**config.mk**
```make
export PLATFORM = sky130hd
export DESIGN_NAME = ni_packet_tx_flat
export DESIGN_NICKNAME = d
export VERILOG_FILES = /design/src/rtl/noc_pkg.sv /design/src/rtl/ni_packet_tx_if.sv /design/src/rtl/ni_packet_tx_flit_out_reg.sv /design/src/rtl/ni_packet_tx.sv /design/src/flat_wrapper.sv
export SDC_FILE = /design/constraint.sdc
export NUM_CORES = 1
export LEC_CHECK = 0
export ABC_AREA = 1
export BUFFER_PORTS_ARGS = -buffer_cell sky130_fd_sc_hd__buf_2
export CAP_MARGIN = 10
export CORE_MARGIN = 2
export CORE_UTILIZATION = 55
export DETAILED_ROUTE_END_ITERATION = 8
export GPL_TIMING_DRIVEN = 1
export PLACE_DENSITY_LB_ADDON = 0.1
export SETUP_SLACK_MARGIN = 0.2
export SLEW_MARGIN = 20
export SYNTH_ARGS = -nofsm -noshare
export SYNTH_HDL_FRONTEND = slang
export SYNTH_SLANG_ARGS = --single-unit
```
**constraint.sdc**
```tcl
create_clock -name clock -period 1.6 [get_ports clock]
set_input_delay 0.08 -clock clock [delete_from_list [all_inputs] [get_ports clock]]
set_output_delay 0.08 -clock clock [all_outputs]
set_load 0.005 [all_outputs]
```
**src/rtl/noc_pkg.sv**
```systemverilog
// Shared NoC definitions for network-interface transmitters.
//   FLIT_WIDTH    : default flit / local word width
//   flit_t        : one flit at the default width
//   ni_tx_state_t : packet transmitter sequencing states
package noc_pkg;

    localparam int FLIT_WIDTH = 16;

    typedef logic [FLIT_WIDTH-1:0] flit_t;

    typedef enum logic [2:0] {
        IDLE,
        HEADER,
        SIZE,
        PAYLOAD,
        DRAIN
    } ni_tx_state_t;

endpackage

```
**src/rtl/ni_packet_tx_if.sv**
```systemverilog
// Bundle of the local-core request/payload handshake and the router link
// of a NI packet transmitter.
//   send_start/send_dest/send_size, busy, done : packet request/status
//   pl_valid/pl_data, pl_ready                 : payload word stream
//   tx/data_out, credit_i                      : flit link toward router input port
// Modports: master = core + router side, slave = the transmitter.
interface ni_packet_tx_if #(
    parameter int FLIT_WIDTH = noc_pkg::FLIT_WIDTH
);

    logic                  send_start;
    logic [FLIT_WIDTH-1:0] send_dest;
    logic [FLIT_WIDTH-1:0] send_size;
    logic                  busy;
    logic                  done;

    logic                  pl_valid;
    logic [FLIT_WIDTH-1:0] pl_data;
    logic                  pl_ready;

    logic                  tx;
    logic [FLIT_WIDTH-1:0] data_out;
    logic                  credit_i;

    modport master (
        output send_start, send_dest, send_size, pl_valid, pl_data, credit_i,
        input  busy, done, pl_ready, tx, data_out
    );

    modport slave (
        input  send_start, send_dest, send_size, pl_valid, pl_data, credit_i,
        output busy, done, pl_ready, tx, data_out
    );

endinterface

```
**src/rtl/ni_packet_tx_flit_out_reg.sv**
```systemverilog
// Single-flit output holding register for credit-based NI transmitters.
//   clock, reset      : rising-edge clock, async active-low reset
//   credit_i          : router can accept the held flit this cycle
//   push_valid/data   : flit offered by the sequencer (push_valid=0 clears tx)
//   load_ok           : register may take a new value this cycle
//   tx, data_out      : held flit toward router
module flit_out_reg #(
    parameter int FLIT_WIDTH = noc_pkg::FLIT_WIDTH
) (
    input  logic                  clock,
    input  logic                  reset,
    input  logic                  credit_i,
    input  logic                  push_valid,
    input  logic [FLIT_WIDTH-1:0] push_data,
    output logic                  load_ok,
    output logic                  tx,
    output logic [FLIT_WIDTH-1:0] data_out
);

    logic                  tx_q, tx_d;
    logic [FLIT_WIDTH-1:0] data_q, data_d;

    // Empty, or the held flit leaves at this edge.
    assign load_ok = !tx_q || credit_i;

    always_comb begin
        tx_d   = tx_q;
        data_d = data_q;
        if (load_ok) begin
            tx_d = push_valid;
            // A bubble only drops tx; data_out keeps the last flit.
            if (push_valid) begin
                data_d = push_data;
            end
        end
    end

    always_ff @(posedge clock or negedge reset) begin
        if (!reset) begin
            tx_q   <= 1'b0;
            data_q <= '0;
        end else begin
            tx_q   <= tx_d;
            data_q <= data_d;
        end
    end

    assign tx       = tx_q;
    assign data_out = data_q;

endmodule

```
**src/rtl/ni_packet_tx.sv**
```systemverilog
// Network-interface packet transmitter: header flit, size flit, then payload
// words into a router local input port under credit flow control.
//   clock, reset : rising-edge clock, async active-low reset
//   clock_tx     : clock forwarded to the router
//   nif          : request/payload/router link bundle (slave side)
//
// state   | meaning
// --------+-----------------------------------------------------------
// IDLE    | waiting for send_start; busy=0
// HEADER  | offering the latched destination as header flit
// SIZE    | offering the latched size flit
// PAYLOAD | forwarding payload words until remaining reaches zero
// DRAIN   | waiting for the last flit to leave, then done
module ni_packet_tx #(
    parameter int FLIT_WIDTH = noc_pkg::FLIT_WIDTH
) (
    input  logic          clock,
    input  logic          reset,
    output logic          clock_tx,
    ni_packet_tx_if.slave nif
);

    import noc_pkg::*;

    typedef logic [FLIT_WIDTH-1:0] word_t;

    ni_tx_state_t state_q, state_d;
    word_t        dest_q, dest_d;
    word_t        size_q, size_d;
    word_t        remaining_q, remaining_d;
    logic         busy_q, busy_d;
    logic         done_q, done_d;

    logic         load_ok;
    logic         push_valid;
    word_t        push_data;
    logic         pl_ready;

    assign clock_tx = clock;

    always_ff @(posedge clock or negedge reset) begin
        if (!reset) begin
            state_q     <= IDLE;
            dest_q      <= '0;
            size_q      <= '0;
            remaining_q <= '0;
            busy_q      <= 1'b0;
            done_q      <= 1'b0;
        end else begin
            state_q     <= state_d;
            dest_q      <= dest_d;
            size_q      <= size_d;
            remaining_q <= remaining_d;
            busy_q      <= busy_d;
            done_q      <= done_d;
        end
    end

    always_comb begin
        state_d     = state_q;
        dest_d      = dest_q;
        size_d      = size_q;
        remaining_d = remaining_q;
        busy_d      = busy_q;
        done_d      = 1'b0;
        unique case (state_q)
            IDLE: begin
                if (nif.send_start) begin
                    dest_d      = nif.send_dest;
                    size_d      = nif.send_size;
                    remaining_d = nif.send_size;
                    busy_d      = 1'b1;
                    state_d     = HEADER;
                end
            end
            HEADER: begin
                if (load_ok) begin
                    state_d = SIZE;
                end
            end
            SIZE: begin
                if (load_ok) begin
                    state_d = (remaining_q != '0) ? PAYLOAD : DRAIN;
                end
            end
            PAYLOAD: begin
                if (load_ok && nif.pl_valid) begin
                    remaining_d = remaining_q - word_t'(1);
                    if (remaining_q == word_t'(1)) begin
                        state_d = DRAIN;
                    end
                end
            end
            DRAIN: begin
                // Last flit leaves (or already left); the flit register
                // clears tx on this same edge.
                if (load_ok) begin
                    done_d  = 1'b1;
                    busy_d  = 1'b0;
                    state_d = IDLE;
                end
            end
            default: state_d = IDLE;
        endcase
    end

    // pl_valid reaches tx/data_out only through the flit register.
    always_comb begin
        pl_ready   = 1'b0;
        push_valid = 1'b0;
        push_data  = '0;
        unique case (state_q)
            HEADER: begin
                push_valid = 1'b1;
                push_data  = dest_q;
            end
            SIZE: begin
                push_valid = 1'b1;
                push_data  = size_q;
            end
            PAYLOAD: begin
                pl_ready   = load_ok;
                push_valid = nif.pl_valid;
                push_data  = nif.pl_data;
            end
            default: ;
        endcase
    end

    flit_out_reg #(
        .FLIT_WIDTH (FLIT_WIDTH)
    ) u_flit_out_reg (
        .clock      (clock),
        .reset      (reset),
        .credit_i   (nif.credit_i),
        .push_valid (push_valid),
        .push_data  (push_data),
        .load_ok    (load_ok),
        .tx         (nif.tx),
        .data_out   (nif.data_out)
    );

    assign nif.busy     = busy_q;
    assign nif.done     = done_q;
    assign nif.pl_ready = pl_ready;

endmodule
```
**src/flat_wrapper.sv**
```systemverilog
// flat-port wrapper written by rule: the top's interface ports become plain ports
module ni_packet_tx_flat import noc_pkg::*;
#(
    parameter int FLIT_WIDTH = noc_pkg::FLIT_WIDTH
)
  (clock, reset, clock_tx, nif_send_start, nif_send_dest, nif_send_size, nif_pl_valid, nif_pl_data, nif_credit_i, nif_busy, nif_done, nif_pl_ready, nif_tx, nif_data_out);
  ni_packet_tx_if #(.FLIT_WIDTH(FLIT_WIDTH)) nif_i ();
  input  logic clock;
  input  logic reset;
  output logic clock_tx;
  input wire logic [$bits(nif_i.send_start)-1:0] nif_send_start;
  input wire logic [$bits(nif_i.send_dest)-1:0] nif_send_dest;
  input wire logic [$bits(nif_i.send_size)-1:0] nif_send_size;
  input wire logic [$bits(nif_i.pl_valid)-1:0] nif_pl_valid;
  input wire logic [$bits(nif_i.pl_data)-1:0] nif_pl_data;
  input wire logic [$bits(nif_i.credit_i)-1:0] nif_credit_i;
  output wire logic [$bits(nif_i.busy)-1:0] nif_busy;
  output wire logic [$bits(nif_i.done)-1:0] nif_done;
  output wire logic [$bits(nif_i.pl_ready)-1:0] nif_pl_ready;
  output wire logic [$bits(nif_i.tx)-1:0] nif_tx;
  output wire logic [$bits(nif_i.data_out)-1:0] nif_data_out;
  assign nif_i.send_start = nif_send_start;
  assign nif_i.send_dest = nif_send_dest;
  assign nif_i.send_size = nif_send_size;
  assign nif_i.pl_valid = nif_pl_valid;
  assign nif_i.pl_data = nif_pl_data;
  assign nif_i.credit_i = nif_credit_i;
  assign nif_busy = nif_i.busy;
  assign nif_done = nif_i.done;
  assign nif_pl_ready = nif_i.pl_ready;
  assign nif_tx = nif_i.tx;
  assign nif_data_out = nif_i.data_out;
  ni_packet_tx #(.FLIT_WIDTH(FLIT_WIDTH)) u_core (.clock(clock), .reset(reset), .clock_tx(clock_tx), .nif(nif_i));
endmodule
```
==> results.tsv <==
metric	value	unit
status	complete, no violations	
yosysSeqAreaShare	48.1	%
ys_seq_elements	70	
p_switching	0.00441	W
required	1520	ps
r2r-start	u_core.state_q[2]	
hp-start	nif_pl_valid	
portBuffers	73	
final_util	84.2	%
setup.worst_path.start	u_core.state_q[2]	
synth_warnings	0	
p_clk_share	16.1	%
synthCells	511	
die_w	85.4	um
grt_pass1_wl	18100	um
rsz0062_at_grt	yes	
r2r_end	u_core.remaining_q[12]	
dr.pass1.iters	5	
cts_tree	yes	
critPathMaxFanout	4	
cellPowerDensity	1880	nW/um2
crit_buf_inv	3	
drv_slew	0	
dp_cells	652	
slowest_stage	dfrtp_1	
boundaryPins	74	
fmax	664	MHz
fin_crit_sh	94.1	%
relSlewSlack	72.1	%
initial_utilization	57.0	%
dp_hpwl	6510	um
route.detailed.drc	0	
p_int	0.00567	W
startpoint_type	flip-flop	
die_h	85.4	um
rr_worst_depth	9	
fin_skew	6.26	ps
path_class	reg2out	
core_area	6390	um2
max_stage_delay	420	ps
hold_slack	71.3	ps
vias	4143	
syn_area	3640	um2
hold_viol_final	0	
syn-num-nets	567	
grt_usage	31.8	%
setup_viol_count_final	0	
antenna_found_initial	0	
fillers	362	
cp_top_family	flip-flops	
vias_per_cell	5.50	
p_leak	2.82	nW
drt-initial-drc-count	374	
grt_max_degree	48	
finalNonFillerCells	753	
fp.dieArea	7280	um2
cp.depth	5	
drive_above_1_share	25.9	%
p_sw_share	43.7	%
maxCapViolations	0	
reg2reg_slack	100	ps
peakVddDrop	0.00158	V
gp_congestion	0.921	
clock_latency	450	ps
ys_types	26	
regArea	1760	um2
rows	29	
tightest_slew	418	ps
fin_crit	1500	ps
ant_nets	0	
power_frac_comb	52.0	%
multiInputGateArea	1790	um2
endpoint	nif_pl_ready	
drt-total-wl	12300	um
routedWlPerCell	16.4	um
grt_pass1_vias	3869	
layout-area-overhead-vs-synth	47.7	%
cp_cell_sequence	inv_2 -> nand3_4 -> buf_12 -> nor2_4 -> buf_2	
p_seq_share	32.0	%
overflow	0	
final_nets	728	
n_antenna_cell	0	
arrival	1420	ps
endpoint_kind	output pin	
hold_path.class	in2reg	
fin_setup_tns	0	ps
synth_area_per_cell	7.12	um2
path_clk_slew	70	ps
state kept, by name (all words and copies together), names as in the netlist:
signal / cells
u_core.dest_q: 16
u_core.nif.busy: 1
u_core.nif.done: 1
u_core.remaining_q: 16
u_core.size_q: 16
u_core.state_q: 3
u_core.u_flit_out_reg.data_out: 16
u_core.u_flit_out_reg.tx: 1
cell families after synthesis:
group           after synthesis  synth area share (%)
compound gates               41                  6.08
fa+ha+maj                     3                  1.03
buf+inv                      47                  5.88
flops                        70                  48.1
simple gates                350                  38.9
cells in the mapped netlist:
| master | count | share of area (%) |
|---|---|---|
| dfrtp_1 | 70 | 48 |
| nand2_2 | 1 | 0.17 |
| nand3b_1 | 3 | 0.62 |
| o21ai_0 | 26 | 3.6 |
| nand3_1 | 35 | 4.8 |
| ha_1 | 3 | 1.0 |
| nor2_4 | 1 | 0.31 |
| buf_4 | 3 | 0.62 |
| inv_2 | 5 | 0.52 |
| buf_6 | 2 | 0.62 |
| o21ai_4 | 1 | 0.45 |
| nor2_2 | 1 | 0.17 |
| nand2_1 | 263 | 27 |
| nor2_8 | 1 | 0.55 |
| o211ai_1 | 1 | 0.21 |
| inv_1 | 23 | 2.4 |
| o21ai_1 | 5 | 0.69 |
| nand3_2 | 2 | 0.55 |
| clkbuf_1 | 5 | 0.52 |
| a22oi_1 | 1 | 0.21 |
| nand4_1 | 2 | 0.34 |
| inv_4 | 1 | 0.17 |
| a21oi_1 | 7 | 0.96 |
| nor2_1 | 41 | 4.2 |
| buf_1 | 1 | 0.10 |
| buf_2 | 7 | 0.96 |
routing by layer:
| layer | part of all wire (%) | wire (um) | global-route usage [%] |
|---|---|---|---|
| met1 | 38 | 4650 | 38.9 |
| met2 | 50 | 6210 | 55.3 |
| met3 | 8.6 | 1060 | 5.64 |
| met4 | 3.5 | 436 | 13.4 |
| met5 | 0 | 0 | 0 |
worst min-delay path: stages:
cell	delay, ps
buf_2	100
nor2_1	50
nor2_2	130
nor2_4	70
nand2_1	50
stage by stage:
step                      instance area [um2]  setup slack [ps]  total power [W]
after floorplan                          3640               226          0.00582
final                                    5380              95.1           0.0101
after detailed placement                 4120              41.8          0.00687
after CTS                                5050               139          0.00903
after global placement                   4120              84.1          0.00679
after global routing                     5380              11.4           0.0108
cells in the final DEF (no fill, tap or decap), types with 4 or more instances in the layout:
cell type | synthesis | layout
dfrtp_2 | 0 | 6
inv_1 | 23 | 20
clkinvlp_4 | 0 | 4
buf_2 | 7 | 74
clkbuf_8 | 0 | 12
buf_12 | 0 | 8
nand2_1 | 263 | 259
nand3_1 | 35 | 34
a21oi_1 | 7 | 6
o21ai_1 | 5 | 8
inv_2 | 5 | 5
nor2_4 | 1 | 6
buf_6 | 2 | 4
o21ai_0 | 26 | 21
buf_4 | 3 | 20
nand2_2 | 1 | 5
clkbuf_16 | 0 | 4
nor2_1 | 41 | 28
dlygate4sd3_1 | 0 | 52
dfrtp_1 | 70 | 64
nor2_2 | 1 | 9
area by class of cell:
| class | instances | area share (%) |
|---|---|---|
| repair buffers | 163 | 25.5 |
| inverters | 29 | 2.28 |
| clock inverters | 6 | 1.19 |
| repair inverters | 1 | 0.140 |
| multi-input cells | 394 | 33.2 |
| well taps | 77 | 1.79 |
| clock buffers | 13 | 3.16 |
| flip-flops and latches | 70 | 32.7 |
worst min-delay path by stage:
stage	end	depth (start not counted)	slack (ps)
floorplan	u_core.dest_q[0]	0	-220
global placement	u_core.nif.done	1	-80
detailed placement	u_core.nif.busy	1	-80
CTS	u_core.u_flit_out_reg.tx	5	50
global route	u_core.u_flit_out_reg.tx	5	70
finish	u_core.u_flit_out_reg.tx	5	70
repair_timing:
item                       in CTS  in global routing
setup buffers                  12                 12
hold buffers                   52                  0
hold endpoints to repair      127                  0
pin swaps                       6                 13
gates cloned                    2                  5
gates resized for setup        20                 40
setup endpoints to repair      54                 67
power groups by stage:
stage	Sequential [W]	Clock [W]	Combinational, W
2_1_floorplan	0.00301	0.0000405	0.00277
4_1_cts	0.00312	0.00162	0.00429
3_5_place_dp	0.00313	0.0000271	0.00372
3_3_place_gp	0.00311	0.0000271	0.00365
6_report	0.00322	0.00162	0.00524
5_1_grt	0.00330	0.00172	0.00577
No activity file was read; power rests on OpenSTA's default activity.
